File: src/rtl/mem_arbiter.sv
// Two-requester RAM arbiter: dcache has priority, icache is guaranteed a grant after STARVE_LIMIT dcache wins.
// Latency: one IDLE arbitration cycle, then completion when the RAM reports ACCESS. Each requester stalls on its wait line.
module mem_arbiter #(
  parameter int STARVE_LIMIT = 8
) (
  input  logic        CLK,
  input  logic        nRST,
  input  logic        iREN,
  input  logic [31:0] iaddr,
  output logic        iwait,
  output logic [31:0] iload,
  input  logic        dREN,
  input  logic        dWEN,
  input  logic [31:0] daddr,
  input  logic [31:0] dstore,
  output logic        dwait,
  output logic [31:0] dload,
  output logic        ramREN,
  output logic        ramWEN,
  output logic [31:0] ramaddr,
  output logic [31:0] ramstore,
  input  logic [31:0] ramload,
  input  logic [1:0]  ramstate
);

  typedef enum logic [1:0] {
    IDLE = 2'd0,
    DGNT = 2'd1,
    IGNT = 2'd2
  } state_t;

  localparam logic [1:0] RAM_ACCESS = 2'd2;
  localparam logic [3:0] LIMIT      = 4'(STARVE_LIMIT);

  state_t     r_state;
  state_t     w_next;
  logic [3:0] r_dstreak;
  logic [3:0] w_dstreak_nxt;
  logic       w_done;
  logic       w_dreq;

  assign w_done = (ramstate == RAM_ACCESS);
  assign w_dreq = dREN | dWEN;

  always_ff @(posedge CLK or negedge nRST) begin
    if (!nRST) begin
      r_state   <= IDLE;
      r_dstreak <= '0;
    end else begin
      r_state   <= w_next;
      r_dstreak <= w_dstreak_nxt;
    end
  end

  // Streak counts dcache completions only while the icache is actually waiting.
  always_comb begin
    w_dstreak_nxt = r_dstreak;
    if (!iREN) begin
      w_dstreak_nxt = '0;
    end else if (r_state == IGNT && w_done) begin
      w_dstreak_nxt = '0;
    end else if (r_state == DGNT && w_done && r_dstreak != 4'hF) begin
      w_dstreak_nxt = r_dstreak + 4'd1;
    end
  end

  always_comb begin
    w_next   = r_state;
    ramREN   = 1'b0;
    ramWEN   = 1'b0;
    ramaddr  = '0;
    ramstore = '0;
    dwait    = 1'b1;
    iwait    = 1'b1;
    unique case (r_state)
      IDLE: begin
        if (iREN && r_dstreak == LIMIT) begin
          w_next = IGNT;
        end else if (w_dreq) begin
          w_next = DGNT;
        end else if (iREN) begin
          w_next = IGNT;
        end
      end
      DGNT: begin
        ramWEN   = dWEN;
        ramREN   = dREN & ~dWEN;
        ramaddr  = daddr;
        ramstore = dstore;
        dwait    = ~w_done;
        if (w_done || !w_dreq) begin
          w_next = IDLE;
        end
      end
      IGNT: begin
        ramREN  = iREN;
        ramaddr = iaddr;
        iwait   = ~w_done;
        if (w_done || !iREN) begin
          w_next = IDLE;
        end
      end
      default: begin
        w_next = IDLE;
      end
    endcase
  end

  assign dload = ramload;
  assign iload = ramload;

endmodule

File: config.mk
export PLATFORM = sky130hd
export DESIGN_NAME = mem_arbiter
export DESIGN_NICKNAME = d
export VERILOG_FILES = /design/src/rtl/mem_arbiter.sv
export SDC_FILE = /design/constraint.sdc
export NUM_CORES = 1
export LEC_CHECK = 0
export ABC_AREA = 0
export BUFFER_PORTS_ARGS = -buffer_cell sky130_fd_sc_hd__buf_2
export CAP_MARGIN = 20
export CORE_AREA = 2 2 105 107
export CTS_CLUSTER_SIZE = 25
export DETAILED_ROUTE_END_ITERATION = 8
export DIE_AREA = 0 0 107 109
export SYNTH_ARGS = -nofsm -noshare
export SYNTH_HDL_FRONTEND = slang
export SYNTH_SLANG_ARGS = --single-unit
export TNS_END_PERCENT = 30
File: constraint.sdc
create_clock -name CLK -period 1.3 [get_ports CLK]
set_input_delay 0.065 -clock CLK [delete_from_list [all_inputs] [get_ports CLK]]
set_output_delay 0.065 -clock CLK [all_outputs]
set_load 0.05 [all_outputs]
Yosys cells after proc, flatten, opt, wreduce, memory -nomap -nowiden
Index checks and enable logic that the tools add are counted.
W data, S select, Z words.

storage, ports and cells
  input port bits = 135
  output and inout bits = 132
  register bits = 6
  word-level logic and storage cells = 41

operators by class
  reduce and logical (&&, ||, !) cells = 10
  add/sub/neg operators = 1
  eq/ne operators = 9
  bitwise logic cells = 4
  mux-type cells = 15

operators with widths
  kind                   number
  $pmux W32 S2           1
  $mux W32               1
  $mux W4                3
  $mux W2                5
  $ne A4 B4 Y1 const B   2
  $pmux W2 S3            1
  $add A4 B1 Y4 const B  1
  $eq A2 B2 Y1 const B   2
  $eq A4 B4 Y1 const B   1
  $logic_and A1 B1 Y1    4
  $ne A2 B1 Y1 const B   2
  $mux W1                3
  $ne A3 B1 Y1 const B   1
  $reduce_and A3 Y1      1
  $eq A2 B1 Y1 const B   1
  $logic_not A1 Y1       2
  $logic_not A2 Y1       1
  $logic_or A1 B1 Y1     2
  $not A1 Y1             2
  $pmux W1 S2            1
  $and A1 B1 Y1          1
  $or A1 B1 Y1           1

Longest topological paths before layout
Gate-level depths: netlist of run 1.

  depth in word-level cells = 6
  depth in mapped cells = 7
  mapped depth without buffers = 6

Worst setup path before layout of run 1
OpenSTA, ideal clock, no wires.

  path kind = register to output
  start = register r_state[1]
  end = output ramREN
  slack = -0.823 ns
  cell stages (with the launch flop) = 7
  path buffers = 2
  required time = 1.235 ns
  data arrival time = 2.058 ns
  path through = dfrtp_1 -> inv_1 -> ha_1 -> buf_4 -> buf_4 -> nand3b_1 -> a21boi_0

between the ends
  cells in the longest elaborated chain, start to end = 2
  elaborated cells on any way between the ends = 3
  classes of those cells = eq/ne (2); mux (1)

RTL lines
  item                                                 RTL line  source
  start, declared                                      35        state_t r_state;
  start signal, assigned                               50        r_state <= w_next;
  $eq A2 B2 Y1 / $eq A2 B1 Y1 (equally long branches)  75        unique case (r_state)
  $pmux W1 S2 *                                        75
  end, declared                                        18        output logic ramREN,

Every way passes the cells marked *; elsewhere a longest branch is shown, timed or not.

Final worst setup path of run 1
  start = register r_state[0]
  end = output ramstore[28]

between the ends
  cells in the longest elaborated chain, start to end = 2

RTL lines
  item           RTL line  source
  $eq A2 B1 Y1   75
  $mux W32       75
  end, declared  21        output logic [31:0] ramstore,

No other way between the ends.

==> results of run 1 <==
## path summary, 6_finish.rpt
| kind | startpoint | to | slack, ns | cells past startpoint |
|---|---|---|---|---|
| setup / recovery | r_state[0] | ramstore[28] | -0.35 | 7 |
| hold / removal | ramload[24] | dload[24] | 0.13 | 0 |
| setup reg to reg | r_state[1] | r_dstreak[3] | -0.25 | 7 |
| hold reg to reg | r_dstreak[3] | r_dstreak[3] | 0.57 | 1 |
| max in group asynchronous | nRST | r_dstreak[2] | 0.95 | 2 |
| min in group asynchronous | nRST | r_dstreak[3] | 0.20 | 2 |
## synthesized netlist by cell type
| cell | n |
|---|---|
| buf_2 | 6 |
| and2_1 | 33 |
| nand2b_1 | 1 |
| nor2b_4 | 1 |
| nor2b_1 | 32 |
| o2111ai_2 | 1 |
| clkbuf_1 | 5 |
| nand2_1 | 3 |
| mux2i_1 | 3 |
| o21ai_0 | 1 |
| a21boi_0 | 1 |
| nand3b_1 | 3 |
| dfrtp_1 | 6 |
| xor2_1 | 1 |
| a22oi_1 | 32 |
| xnor2_1 | 1 |
| nand2_2 | 2 |
| buf_4 | 66 |
| buf_6 | 1 |
| nand4_1 | 1 |
| nand3_1 | 2 |
| nor2_1 | 4 |
| o41ai_2 | 1 |
| clkbuf_2 | 1 |
| inv_1 | 4 |
| nand4b_1 | 1 |
| nand3_2 | 1 |
| o221ai_2 | 1 |
| ha_1 | 5 |
## per-stage QoR
step                worst slack [ns]  total power [mW]   util  TNS (ns)
finish                        -0.348              8.98  0.333    -21.34
global route                  -0.396              9.37  0.333    -25.55
CTS                           -0.386              7.80  0.286    -21.92
detailed placement            -0.262              6.35  0.240    -12.40
global placement              -0.196              6.26  0.240    -10.35
floorplan                     -0.120              5.64      -     -4.64
## area by class of cell
class	instances	area, um2
Clock buffer	3	41.3
Fill cell	1080	7070
Inverter	4	15.0
Multi-Input combinational cell	131	1460
Sequential cell	6	150
Tap cell	140	175
Timing Repair Buffer	196	1690
## power groups by stage
stage,logic [mW],clock network [mW],registers (mW)
4_1_cts,7.28,0.274,0.250
5_1_grt,8.83,0.291,0.248
3_5_place_dp,6.10,0,0.244
6_report,8.47,0.265,0.246
2_1_floorplan,5.40,0,0.240
3_3_place_gp,6.02,0,0.240
## per-layer routing
layer,part of all wire,GRT usage,vias up
met3,0.078,0.0233,20
met5,0,0,-
li1,-,-,912
met4,0.021,0.0195,0
met1,0.35,0.0869,899
met2,0.55,0.172,104
## timing repair
action	4_1_cts	5_1_grt
hold endpoints to repair	6	0
hold buffers	1	0
gates resized for setup	118	123
endpoints found under the setup margin	74	74
cloned	1	4
buffers inserted	1	5
pin swaps	3	10
## registers in the layout (all words and copies together) (netlist names)
| name | count |
|---|---|
| r_dstreak | 4 |
| r_state | 2 |
## kinds of logic after synthesis
logic type | Yosys count | share of synthesized area
compound gates | 37 | 0.180
flops | 6 | 0.0906
fa+ha+maj | 5 | 0.0377
mux | 3 | 0.0181
buf+inv | 83 | 0.347
simple gates | 84 | 0.315
xor+xnor | 2 | 0.0106
## critical path: cells and delay by family, from the launching register on
kind,cells,cell delay [ns]
buffers and inverters,5,0.66
flip-flops,1,0.39
adder cells (fa/ha/maj),1,0.18
AND/OR/NAND/NOR,1,0.14
## placed cells by master, fill, tap and decap left out, types with 3 or more instances in the layout
cell and instances:
and2_2 8, buf_4 9, a22oi_2 31, ha_4 3, buf_12 4, nand3b_1 3, nor2b_4 32, mux2i_1 3
buf_6 58, and2_1 11, dfrtp_1 6, buf_8 18, clkbuf_8 3, nor2_1 4, buf_2 102, clkbuf_16 3
and2_4 14
==> out/results.tsv, run 1 <==
metric	value	unit
post-route ant nets	0	
worst vdd ir	1.01	mV
Mapped Area	1660	um2
Pint	4.33	mW
worst path required time	1.24	ns
synth unique cells	29	
Max-slew headroom	0.799	
Die Ht	109	um
Die Width	107	um
Layout Nets	482	
Crit path arrival time	1.58	ns
status	complete, but fails checks	
Lkg Pwr	1.64	nW
syn_area_per_cell	7.54	um2
setup violators final	74	
max cap viols	0	
FF+latch count, synth	6	
dpl hpwl	4310	um
DR WL/cell	14.2	um
placed cell area	2540	um2
drt initial violations	53	
Area Overhead vs Synth	113	%
Hold Path Class	in2out	
starting density of the core	0.156	
final worst-path setup slack	-0.348	ns
Synth top area share	0.299	
pins over their slew limit	0	
Clock Latency Late Sink	0.22	ns
I/O pins	267	
Via-to-Cell Ratio	4.03	
number of remaining DRC errors	0	
Die Area	11700	um2
vias in the first global route	1741	
violated checks	negative setup slack	
crit start category	register	
total number of vias	1935	
final hold violations	0	
switching pwr	4.65	mW
Final Skew	0.00185	ns
Worst path most repeated cell	buf_6	
worst-path fanout max	6	
First-pass DRT Iterations	4	
layout cell share with drive strength beyond 1	0.876	
CTS tree	done	
Placed Instances	466	
final period utilization	1.27	
area leader, netlist	buf_4	
core area	10600	um2
unrepaired setup endpoints after global routing	true	
crit-path cells	buf_6 > ha_4 > buf_8 > buf_6 > buf_6 > and2_4 > buf_8	
CTS max path bufs	2	
GRT Overall Usage	0.0855	
Highest Clock Rate	607	MHz
Crit Path Class	reg2out	
Max stage delay on crit path	0.39	ns
Reg clk slew, reported paths	0.03	ns
Root Driver	clkbuf_8	
total grt overflow	0	
Crit-path slowest cell	dfrtp_1	
Net Sw Frac	0.518	
syn nets	360	
min cycle time layout	1.65	ns
Finished Cell Area	3530	um2
Final GP Congestion	0.777	
cts bufs inserted	3	
Synth Warn #	0	
first-pass GRT wire length	8000	um
H-tree levels	1	
PortBufs	170	
largest cells by area after synthesis	buf_4, a22oi_1, and2_1	
register share of total power	0.027	
type of element capturing the critical path	output pin	
Worst Tran Pin Value	0.300	ns
sequential area share after synthesis	0.0906	
Clock Sinks	6	
row cnt	38	
combinational share of power	0.943	
clock power share	0.029	
worst slack on hold paths	0.130	ns
antenna violations before repair	0	
largest net degree at the start of global routing	30	
pwr dens	2540	nW/um2
ANT cells	0	
Mapped Cells	220	
Final Non-Filler Cells	480	
Final Routed Wirelength	6810	um
Note: power is estimated with default switching activity, not from simulation.
==> run 2: changes to the inputs <==
--- a/config.mk
+++ b/config.mk
@@ -8,10 +8,10 @@
 export ABC_AREA = 0
 export BUFFER_PORTS_ARGS = -buffer_cell sky130_fd_sc_hd__buf_2
 export CAP_MARGIN = 20
-export CORE_AREA = 2 2 105 107
+export CORE_AREA = 2 2 102 104
 export CTS_CLUSTER_SIZE = 25
 export DETAILED_ROUTE_END_ITERATION = 8
-export DIE_AREA = 0 0 107 109
+export DIE_AREA = 0 0 104 106
 export SYNTH_ARGS = -nofsm -noshare
 export SYNTH_HDL_FRONTEND = slang
 export SYNTH_SLANG_ARGS = --single-unit
==> constraint.sdc (replaced) <==
create_clock -name CLK -period 1.72 [get_ports CLK]
set_input_delay 0.086 -clock CLK [delete_from_list [all_inputs] [get_ports CLK]]
set_output_delay 0.086 -clock CLK [all_outputs]
set_load 0.05 [all_outputs]
==> out/results.tsv, run 2 (synthesized netlist as in run 1, its figures left out) <==
metric	value	unit	change
status	finished clean		was complete, but fails checks
CTS max path bufs	2		unchanged
DR WL/cell	13.9	um	was 14.2 um
total number of vias	1878		was 1935
antenna violations before repair	0		unchanged
First-pass DRT Iterations	4		unchanged
largest net degree at the start of global routing	41		was 30
cts bufs inserted	3		unchanged
pre-CTS WS	0.103	ns	was -0.262 ns
Worst Tran Pin Value	0.249	ns	was 0.300 ns
setup violators final	0		was 74
number of remaining DRC errors	0		unchanged
layout cell share with drive strength beyond 1	0.675		was 0.876
worst slack on hold paths	0.172	ns	was 0.130 ns
Final GP Congestion	0.809		was 0.777
Reg clk slew, reported paths	0.03	ns	about the same
Max stage delay on crit path	0.42	ns	was 0.39 ns
Crit Path Class	reg2out		unchanged
unrepaired setup endpoints after global routing	true		unchanged
row cnt	37		was 38
H-tree levels	1		unchanged
starting density of the core	0.166		was 0.156
first-pass GRT wire length	8490	um	was 8000 um
Crit path arrival time	1.62	ns	was 1.58 ns
Crit-path slowest cell	dfrtp_1		unchanged
PortBufs	170		unchanged
crit start category	register		unchanged
worst vdd ir	0.946	mV	was 1.01 mV
vias in the first global route	1791		was 1741
ANT cells	0		unchanged
worst path required time	1.63	ns	was 1.24 ns
pwr dens	1940	nW/um2	was 2540 nW/um2
total grt overflow	0		unchanged
Via-to-Cell Ratio	3.96		was 4.03
register name with the most flops	r_dstreak		unchanged
Highest Clock Rate	588	MHz	
Largest regs	r_dstreak: 4 flops, r_state: 2 flops		unchanged
dpl hpwl	4350	um	was 4310 um
final worst-path setup slack	0.0182	ns	was -0.348 ns
core area	10000	um2	was 10600 um2
post-route ant nets	0		unchanged
CTS tree	done		unchanged
I/O pins	267		unchanged
Lkg Pwr	1.37	nW	was 1.64 nW
Clock Latency Late Sink	0.22	ns	about the same
Final Routed Wirelength	6580	um	was 6810 um
worst-path fanout max	14		was 6
crit-path cells	inv_2 > ha_4 > clkbuf_16 > a22oi_1 > nor2b_1 > buf_6		was buf_6 > ha_4 > buf_8 > buf_6 > buf_6 > and2_4 > buf_8
highest-count cells in the layout ignoring fill and taps	buf_2, buf_4, and2_1, a22oi_1, nor2b_1		was buf_2, buf_6, nor2b_4, a22oi_2, buf_8
type of element capturing the critical path	output pin		unchanged
Clock Sinks	6		unchanged
Die Area	11000	um2	was 11700 um2
Hold Path Class	in2out		unchanged
Die Width	104	um	was 107 um
GRT Overall Usage	0.0920		was 0.0855
drt initial violations	90		was 53
pins over their slew limit	0		unchanged
final period utilization	0.989		
most common cell after layout, fill and taps aside	buf_2		unchanged
Layout Nets	480		was 482
Max-slew headroom	0.835		was 0.799
Die Ht	106	um	was 109 um
min cycle time layout	1.70	ns	
Root Driver	clkbuf_8		unchanged
Area Overhead vs Synth	71.6	%	was 113%
Largest register FFs	4		unchanged
final hold violations	0		unchanged
max cap viols	0		unchanged
Final Skew	0.00115	ns	was 0.00185 ns
==> run 2: changes by cell type in the layout (fill, tap and decap cells not counted), sizes merged <==
cell    change
clkbuf     +23
buf        -25
==> run 2: layout make-up <==
class	instances	area, um2
repair buffers	194	1420
fillers	1079	7150
well taps	136	170
inverters	4	15.0
clock buffers	3	41.3
multi-input cells	131	1040
flip-flops and latches	6	150
==> run 2: through the flow <==
step | cell area (um2) | power (mW) | util | std cells | setup TNS (ns)
floorplan | 1680 | 3.58 | - | 220 | -1.56
global placement | 2240 | 4.10 | 0.224 | 453 | 0
detailed placement | 2240 | 4.15 | 0.224 | 453 | 0
CTS | 2380 | 4.62 | 0.238 | 459 | 0
global route | 2850 | 5.79 | 0.285 | 474 | -0.942
finish | 2850 | 5.51 | 0.285 | 474 | 0
==> run 2: worst max-delay path: cells and delay by family (launching register included) <==
| kind | cells | cell delay [ns] |
|---|---|---|
| compound gates | 1 | 0.09 |
| fa+ha+maj | 1 | 0.21 |
| buf+inv | 3 | 0.51 |
| flops | 1 | 0.42 |
| simple gates | 1 | 0.16 |
==> run 2: report_power, final <==
group | switching (mW) | leakage [nW] | total [mW] | internal (mW)
logic | 3.04 | 1.27 | 5.11 | 2.07
clock network | 0.0567 | 0.0216 | 0.207 | 0.150
registers | 0.0251 | 0.0812 | 0.191 | 0.166
total | 3.12 | 1.37 | 5.51 | 2.39
==> run 2: worst paths after layout <==
check	start	end	slack [ns]	depth (start not counted)
setup reg to reg	r_state[1]	r_dstreak[3]	0.12	8
min in group asynchronous	nRST	r_dstreak[2]	0.21	2
hold reg to reg	r_dstreak[3]	r_dstreak[3]	0.54	1
hold / removal	ramload[17]	iload[17]	0.17	0
setup / recovery	r_state[0]	ramaddr[17]	0.02	6
max in group asynchronous	nRST	r_dstreak[0]	1.38	2
==> run 2: timing repair <==
| item | 4_1_cts | 5_1_grt |
|---|---|---|
| cloned | 1 | 5 |
| setup endpoints to repair | 32 | 59 |
| pin swaps | 0 | 3 |
| hold buffers | 1 | 0 |
| hold endpoints to repair | 6 | 0 |
| buffers inserted | 1 | 10 |
| gates resized for setup | 16 | 128 |
==> run 2: layer usage <==
layer | vias up | track usage | routed length (um)
met1 | 880 | 0.105 | 2640
li1 | 909 | - | -
met5 | - | 0 | 0
met4 | 0 | 0.0222 | 80
met3 | 13 | 0.0282 | 462
met2 | 76 | 0.167 | 3400
